[src/rtl/fpnew_pkg.sv]
// Shared FPnew types and helpers used by the lane sequencer: FP formats,
// rounding modes, operations, status flags and the sequencer state encoding.
package fpnew_pkg;

  typedef enum logic [2:0] {
    FP32    = 3'd0,
    FP64    = 3'd1,
    FP16    = 3'd2,
    FP8     = 3'd3,
    FP16ALT = 3'd4
  } fp_format_e;

  typedef enum logic [2:0] {
    RNE = 3'b000,
    RTZ = 3'b001,
    RDN = 3'b010,
    RUP = 3'b011,
    RMM = 3'b100,
    ROD = 3'b101,
    DYN = 3'b111
  } roundmode_e;

  typedef enum logic [3:0] {
    FMADD    = 4'd0,
    FNMSUB   = 4'd1,
    ADD      = 4'd2,
    MUL      = 4'd3,
    DIV      = 4'd4,
    SQRT     = 4'd5,
    SGNJ     = 4'd6,
    MINMAX   = 4'd7,
    CMP      = 4'd8,
    CLASSIFY = 4'd9,
    F2F      = 4'd10,
    F2I      = 4'd11,
    I2F      = 4'd12,
    CPKAB    = 4'd13,
    CPKCD    = 4'd14
  } operation_e;

  typedef struct packed {
    logic NV;  // invalid
    logic DZ;  // divide by zero
    logic OF;  // overflow
    logic UF;  // underflow
    logic NX;  // inexact
  } status_t;

  // Sequencer control states: waiting for an op, issuing/collecting lanes,
  // holding the reassembled result for the consumer.
  typedef enum logic [1:0] {
    IDLE = 2'd0,
    RUN  = 2'd1,
    DONE = 2'd2
  } lane_seq_state_e;

  // Bit width of one element of the given format.
  function automatic int unsigned fp_width(fp_format_e fmt);
    case (fmt)
      FP32:          return 32'd32;
      FP64:          return 32'd64;
      FP16, FP16ALT: return 32'd16;
      FP8:           return 32'd8;
      default:       return 32'd32;
    endcase
  endfunction

  // Number of elements of the given format packed into a datapath of 'width'.
  function automatic int unsigned num_lanes(int unsigned width, fp_format_e fmt, logic vec);
    if (vec && (width >= fp_width(fmt))) begin
      return width / fp_width(fmt);
    end else begin
      return 32'd1;
    end
  endfunction

endpackage

[src/rtl/fpnew_lane_sequencer.sv]
// Runs a vectorial FP operation through a single FP lane unit: the lanes of
// the captured operands are issued one per handshake, the in-order results are
// gathered into a buffer and returned as one full-width result with OR-ed
// status flags and extension-bit fill above the active lanes.
module fpnew_lane_sequencer
  import fpnew_pkg::*;
#(
  parameter fp_format_e  FpFormat      = fp_format_e'(0),
  parameter int unsigned Width         = 64,
  parameter logic        EnableVectors = 1'b1,
  parameter int unsigned NumOperands   = 3,
  parameter type         TagType       = logic,
  localparam int unsigned FP_WIDTH  = fp_width(FpFormat),
  localparam int unsigned NUM_LANES = num_lanes(Width, FpFormat, EnableVectors),
  localparam int unsigned CNT_W     = $clog2(NUM_LANES + 1)
) (
  input  logic                                  clk_i,
  input  logic                                  rst_ni,
  input  logic [NumOperands-1:0][Width-1:0]     operands_i,
  input  logic [NumOperands-1:0]                is_boxed_i,
  input  roundmode_e                            rnd_mode_i,
  input  operation_e                            op_i,
  input  logic                                  op_mod_i,
  input  logic                                  vectorial_op_i,
  input  TagType                                tag_i,
  input  logic                                  in_valid_i,
  output logic                                  in_ready_o,
  input  logic                                  flush_i,
  output logic [NumOperands-1:0][FP_WIDTH-1:0]  lane_operands_o,
  output logic [NumOperands-1:0]                lane_is_boxed_o,
  output roundmode_e                            lane_rnd_mode_o,
  output operation_e                            lane_op_o,
  output logic                                  lane_op_mod_o,
  output logic                                  lane_in_valid_o,
  input  logic                                  lane_in_ready_i,
  output logic                                  lane_flush_o,
  input  logic [FP_WIDTH-1:0]                   lane_result_i,
  input  status_t                               lane_status_i,
  input  logic                                  lane_ext_bit_i,
  input  logic                                  lane_out_valid_i,
  output logic                                  lane_out_ready_o,
  output logic [Width-1:0]                      result_o,
  output status_t                               status_o,
  output logic                                  extension_bit_o,
  output TagType                                tag_o,
  output logic                                  out_valid_o,
  input  logic                                  out_ready_i,
  output logic                                  busy_o
);

  lane_seq_state_e                     state;
  lane_seq_state_e                     state_next;
  logic [CNT_W-1:0]                    issue_cnt;
  logic [CNT_W-1:0]                    coll_cnt;
  logic [CNT_W-1:0]                    lane_count;
  logic [NumOperands-1:0][Width-1:0]   reg_operands;
  logic [NumOperands-1:0]              reg_is_boxed;
  roundmode_e                          reg_rnd_mode;
  operation_e                          reg_op;
  logic                                reg_op_mod;
  TagType                              reg_tag;
  logic [NUM_LANES-1:0][FP_WIDTH-1:0]  slots;
  status_t                             status_acc;
  logic                                ext;

  logic accept;
  logic issue_fire;
  logic coll_fire;
  logic last_coll;

  assign accept     = in_valid_i & in_ready_o;
  assign issue_fire = lane_in_valid_o & lane_in_ready_i;
  assign coll_fire  = lane_out_valid_i & lane_out_ready_o;
  assign last_coll  = coll_fire & (coll_cnt == (lane_count - CNT_W'(1)));

  // Handshake outputs per state and next-state selection; flush dominates.
  always_comb begin
    state_next       = state;
    in_ready_o       = 1'b0;
    lane_in_valid_o  = 1'b0;
    lane_out_ready_o = 1'b0;
    out_valid_o      = 1'b0;
    case (state)
      IDLE: begin
        in_ready_o = ~flush_i;
      end
      RUN: begin
        lane_in_valid_o  = (issue_cnt < lane_count);
        lane_out_ready_o = ~flush_i;
      end
      DONE: begin
        out_valid_o = 1'b1;
        in_ready_o  = out_ready_i & ~flush_i;
      end
      default: begin
        in_ready_o = 1'b0;
      end
    endcase

    if (flush_i) begin
      state_next = IDLE;
    end else if (accept) begin
      state_next = RUN;
    end else if (last_coll) begin
      state_next = DONE;
    end else if ((state == DONE) && out_ready_i) begin
      state_next = IDLE;
    end else begin
      state_next = state;
    end
  end

  // State register.
  always_ff @(posedge clk_i or negedge rst_ni) begin
    if (!rst_ni) begin
      state <= IDLE;
    end else begin
      state <= state_next;
    end
  end

  // Operation capture, issue/collect counters and the lane result buffer.
  always_ff @(posedge clk_i or negedge rst_ni) begin
    if (!rst_ni) begin
      reg_operands <= '0;
      reg_is_boxed <= '0;
      reg_rnd_mode <= RNE;
      reg_op       <= FMADD;
      reg_op_mod   <= 1'b0;
      reg_tag      <= '0;
      lane_count   <= '0;
      issue_cnt    <= '0;
      coll_cnt     <= '0;
      slots        <= '0;
      status_acc   <= '0;
      ext          <= 1'b0;
    end else if (flush_i) begin
      issue_cnt <= '0;
      coll_cnt  <= '0;
    end else if (accept) begin
      reg_operands <= operands_i;
      reg_is_boxed <= is_boxed_i;
      reg_rnd_mode <= rnd_mode_i;
      reg_op       <= op_i;
      reg_op_mod   <= op_mod_i;
      reg_tag      <= tag_i;
      lane_count   <= (vectorial_op_i & EnableVectors) ? CNT_W'(NUM_LANES) : CNT_W'(1);
      issue_cnt    <= '0;
      coll_cnt     <= '0;
      status_acc   <= '0;
    end else begin
      // Valid only asserts below lane_count, so the issue count saturates there.
      if (issue_fire) begin
        issue_cnt <= issue_cnt + CNT_W'(1);
      end
      // Lane results return in issue order, so coll_cnt names the slot.
      if (coll_fire) begin
        for (int l = 0; l < NUM_LANES; l++) begin
          if (coll_cnt == CNT_W'(l)) begin
            slots[l] <= lane_result_i;
          end
        end
        status_acc <= status_t'(status_acc | lane_status_i);
        if (coll_cnt == '0) begin
          ext <= lane_ext_bit_i;
        end
        coll_cnt <= coll_cnt + CNT_W'(1);
      end
    end
  end

  // Slice of every operand belonging to the lane currently being issued.
  always_comb begin
    lane_operands_o = '0;
    for (int l = 0; l < NUM_LANES; l++) begin
      for (int j = 0; j < NumOperands; j++) begin
        lane_operands_o[j] = lane_operands_o[j]
                           | ({FP_WIDTH{issue_cnt == CNT_W'(l)}}
                              & reg_operands[j][l*FP_WIDTH +: FP_WIDTH]);
      end
    end
  end

  // Reassemble: active lanes from the buffer, everything above filled with ext.
  always_comb begin
    result_o = {Width{ext}};
    for (int l = 0; l < NUM_LANES; l++) begin
      result_o[l*FP_WIDTH +: FP_WIDTH] = (CNT_W'(l) < lane_count) ? slots[l] : {FP_WIDTH{ext}};
    end
  end

  assign lane_is_boxed_o = reg_is_boxed;
  assign lane_rnd_mode_o = reg_rnd_mode;
  assign lane_op_o       = reg_op;
  assign lane_op_mod_o   = reg_op_mod;
  assign lane_flush_o    = flush_i;
  assign status_o        = status_acc;
  assign extension_bit_o = ext;
  assign tag_o           = reg_tag;
  assign busy_o          = (state != IDLE);

endmodule

[config.mk]
export PLATFORM = sky130hd
export DESIGN_NAME = fpnew_lane_sequencer
export DESIGN_NICKNAME = d
export VERILOG_FILES = /design/src/rtl/fpnew_pkg.sv /design/src/rtl/fpnew_lane_sequencer.sv
export SDC_FILE = /design/constraint.sdc
export NUM_CORES = 1
export LEC_CHECK = 0
export ABC_AREA = 1
export BUFFER_PORTS_ARGS = -buffer_cell sky130_fd_sc_hd__buf_2
export CORE_AREA = 2 2 179 181
export DETAILED_ROUTE_END_ITERATION = 7
export DIE_AREA = 0 0 181 183
export PLACE_DENSITY = 0.66
export SYNTH_ARGS = -nofsm -noshare
export SYNTH_HDL_FRONTEND = slang
export SYNTH_SLANG_ARGS = --single-unit
export TNS_END_PERCENT = 30
[constraint.sdc]
create_clock -name clk_i -period 2.11 [get_ports clk_i]
set_input_delay 0.211 -clock clk_i [delete_from_list [all_inputs] [get_ports clk_i]]
set_output_delay 0.211 -clock clk_i [all_outputs]
set_load 0.02 [all_outputs]
==> impl_metrics.py <==
metrics = {
    "run_status": {
        "outcome": "finished, violations left",
        "violations": "negative setup slack",
    },
    "floorplanning": {
        "initial_utilization_pct": 39.52,
        "core_sq_um": 31230,
        "die_area_sq_um": 33120,
        "std_cell_rows": 65,
        "io_pins": 434,
        "die_width_um": 181,
        "die_h_um": 183,
    },
    "timing": {
        "rsz0062_at_grt": "yes",
        "drv_slew": 0,
        "finalCritPeriodShare_pct": 102.5,
        "worst_pin_slew_ns": 0.8615,
        "postLayoutSetupSlackWorst_ns": -0.05219,
        "fin_skew_ns": 0.01450,
        "hold_viol": 0,
        "finalSetupViolCount": 84,
        "tns_ns": -1.765,
        "slew_headroom_pct": 42.57,
        "fmax_mhz": 462.5,
        "layout_min_cycle_time_ns": 2.162,
    },
    "global_routing": {
        "track_usage_pct": 24.79,
        "antenna_found_initial": 4,
        "grt_pass1_wl_um": 66280,
        "grt_max_degree": 120,
        "grt-ovfl-total": 0,
        "grt_pass1_vias": 12750,
    },
    "job": {
        "drv_cap": 0,
    },
    "layout": {
        "fin_area_sq_um": 19310,
        "finalNonFillerCells": 2561,
        "area_delta_synth_final_pct": 56.46,
        "drive_gt1_share_pct": 25.75,
        "final_nets": 2389,
        "utilization_pct": 61.83,
    },
    "critical_path": {
        "start_kind": "flop",
        "rrSetupSlack_ns": 0.34,
        "r2r-end": "reg_operands[10]",
        "worstPathMaxFanout": 20,
        "cp-end-kind": "output port",
        "criticalPathCategory": "reg -> out",
        "reg2reg_depth": 5,
        "cp.required_ns": 1.90,
        "arrival_ns": 1.95,
        "r2r-start": "state[0]",
    },
    "pwr": {
        "internal-power_uw": 13030,
        "combPwrFrac_pct": 34.7,
        "ir_worst_vdd_v": 0.0006456,
        "powerDensity_nw_per_um2": 1032,
        "swShare_pct": 34.62,
        "seqPwrFrac_pct": 37.2,
        "p_clk_share_pct": 28.1,
        "switching_power_uw": 6900,
        "total_leakage_power_uw": 0.01039,
    },
    "synth": {
        "synth_cell_types": 23,
        "postSynthAreaPerCell_sq_um": 8.424,
        "yosys_warnings": 0,
        "syn_inst": 1465,
        "ys_ff_latch": 282,
        "synthesis.area_sq_um": 12340,
        "synthesis.nets": 1722,
        "seq_area_frac_synth_pct": 57.18,
    },
    "clock_tree": {
        "h-tree-depth": 1,
        "cts_root_buf": "clkbuf_16",
        "cts_made_buffers": 31,
        "cts_buffer_depth": 3,
        "clkLatencyLatePin_ns": 0.55,
        "cts_tree": "yes",
        "numClockSinks": 282,
        "path_clk_slew_ns": 0.06,
    },
    "place": {
        "gp_congestion": 0.8579,
        "io_buffers": 433,
        "dp_cells": 2234,
        "post-dp-hpwl_um": 26030,
        "postPlaceCellArea_sq_um": 14970,
    },
    "worst_hold_path": {
        "min-delay-start": "out_ready_i",
        "hold_depth": 4,
        "min_to": "state[1]",
        "hold_path.class": "in -> reg",
    },
    "detailed_routing": {
        "firstDrtPassIters": 8,
        "ant_nets": 0,
        "wl_um": 44290,
        "wire_per_inst_um": 17.29,
        "avgViaCountPerCell": 4.948,
        "drt-initial-drc-count": 1039,
        "post-route-drc-count": 0,
        "num_vias": 12670,
    },
}
registers in the layout (all words and copies together) (netlist names):
register	count
lane_count	2
extension_bit_o	1
slots	64
state	2
status_o	5
issue_cnt	2
tag_o	1
lane_op_mod_o	1
coll_cnt	2
lane_op_o	4
lane_rnd_mode_o	3
lane_is_boxed_o	3
reg_operands	192
worst max path at each step:
stage                               end     startpoint  cells after the start  slack (ns)
global route         lane_operands_o[7]   issue_cnt[0]                      6       -0.11
finish              lane_operands_o[60]   issue_cnt[0]                      6       -0.05
CTS                 lane_operands_o[46]   issue_cnt[0]                      5       -0.11
global placement    lane_operands_o[54]   issue_cnt[0]                      5        0.38
floorplan                  result_o[32]  lane_count[0]                      4        0.36
detailed placement         result_o[55]  lane_count[0]                      6        0.34
repair_timing:
action,4_1_cts,5_1_grt
hold buffers,246,0
hold endpoints to repair,340,0
cloned,5,5
pin swaps,16,21
resized for setup,113,97
buffers inserted,3,8
setup endpoints to repair,150,159
worst max-delay path: stages (launching register included):
cell,delay [ns]
dfrtp_1,0.43
inv_2,0.07
ha_4,0.18
buf_4,0.14
buf_12,0.15
a22o_1,0.26
buf_4,0.17
final cells by class:
| type | count | area [sq um] |
|---|---|---|
| fillers | 2493 | 11920 |
| well taps | 402 | 503.0 |
| inverters | 118 | 447.9 |
| flip-flops and latches | 282 | 7057 |
| repair buffers | 728 | 5715 |
| multi-input cells | 971 | 4523 |
| clock buffers | 48 | 909.6 |
| clock inverters | 8 | 142.6 |
| diodes | 4 | 10.01 |
power by group through the flow:
stage / registers (uW) / logic, uW / clock network, uW
after floorplan: 7270 / 3560 / 0
after global placement: 7420 / 5460 / 0
after detailed placement: 7430 / 5560 / 0
after CTS: 7360 / 6350 / 5720
after global routing: 7540 / 7460 / 5930
final: 7420 / 6910 / 5600
cell usage after synthesis:
cell type | n | share of area [%]
nand2_1 | 712 | 22
dfrtp_1 | 282 | 57
inv_1 | 117 | 3.6
o21ai_0 | 116 | 4.7
a22o_1 | 96 | 6.8
buf_2 | 39 | 1.6
clkbuf_1 | 36 | 1.1
o21ai_1 | 14 | 0.57
buf_4 | 11 | 0.67
nor2_1 | 9 | 0.27
buf_1 | 7 | 0.21
ha_1 | 7 | 0.71
a21oi_1 | 6 | 0.24
and2_1 | 2 | 0.10
nand3_1 | 2 | 0.081
nand4_1 | 2 | 0.10
buf_6 | 1 | 0.091
inv_2 | 1 | 0.030
nand2_2 | 1 | 0.051
nand3_2 | 1 | 0.081
nor3_2 | 1 | 0.081
o21a_1 | 1 | 0.061
or2_0 | 1 | 0.051
layer usage:
metal	track usage [%]	up-vias	part of all wire, %
met4	10.76	0	4.4
met2	42.66	672	49
li1	-	5913	-
met3	4.190	139	7.3
met5	0	-	0
met1	30.95	5948	40
cell usage in the layout (no fill, tap or decap), drive strengths merged, types with 2 or more instances in the layout:
cell type and instances:
nand2 713, buf 478, dfrtp 282, dlygate4sd3 246, o21ai 130, inv 118
a22o 96, clkbuf 52, nor2 9, ha 7, a21oi 6, diode 4
bufinv 4, clkinv 3, nand3 3, and2 2, nand4 2
through the flow:
step	setup WS [ns]	total power (uW)	hold slack [ns]
2_1_floorplan	0.3588	10820	-0.08459
3_3_place_gp	0.3840	12890	0.2328
3_5_place_dp	0.3434	12990	0.2298
4_1_cts	-0.1145	19430	0.004295
5_1_grt	-0.1103	20920	0.03794
6_report	-0.05219	19930	0.02898
cell families after synthesis:
family                     count (synthesis)  share of synthesized area (%)
AOI/OAI and AO/OA                        233                          12.39
adders and majority gates                  7                         0.7097
buffers and inverters                    212                          7.239
DFF                                      282                          57.18
and+or+nand+nor                          731                          22.48
Power figures use the tool's default switching activity.
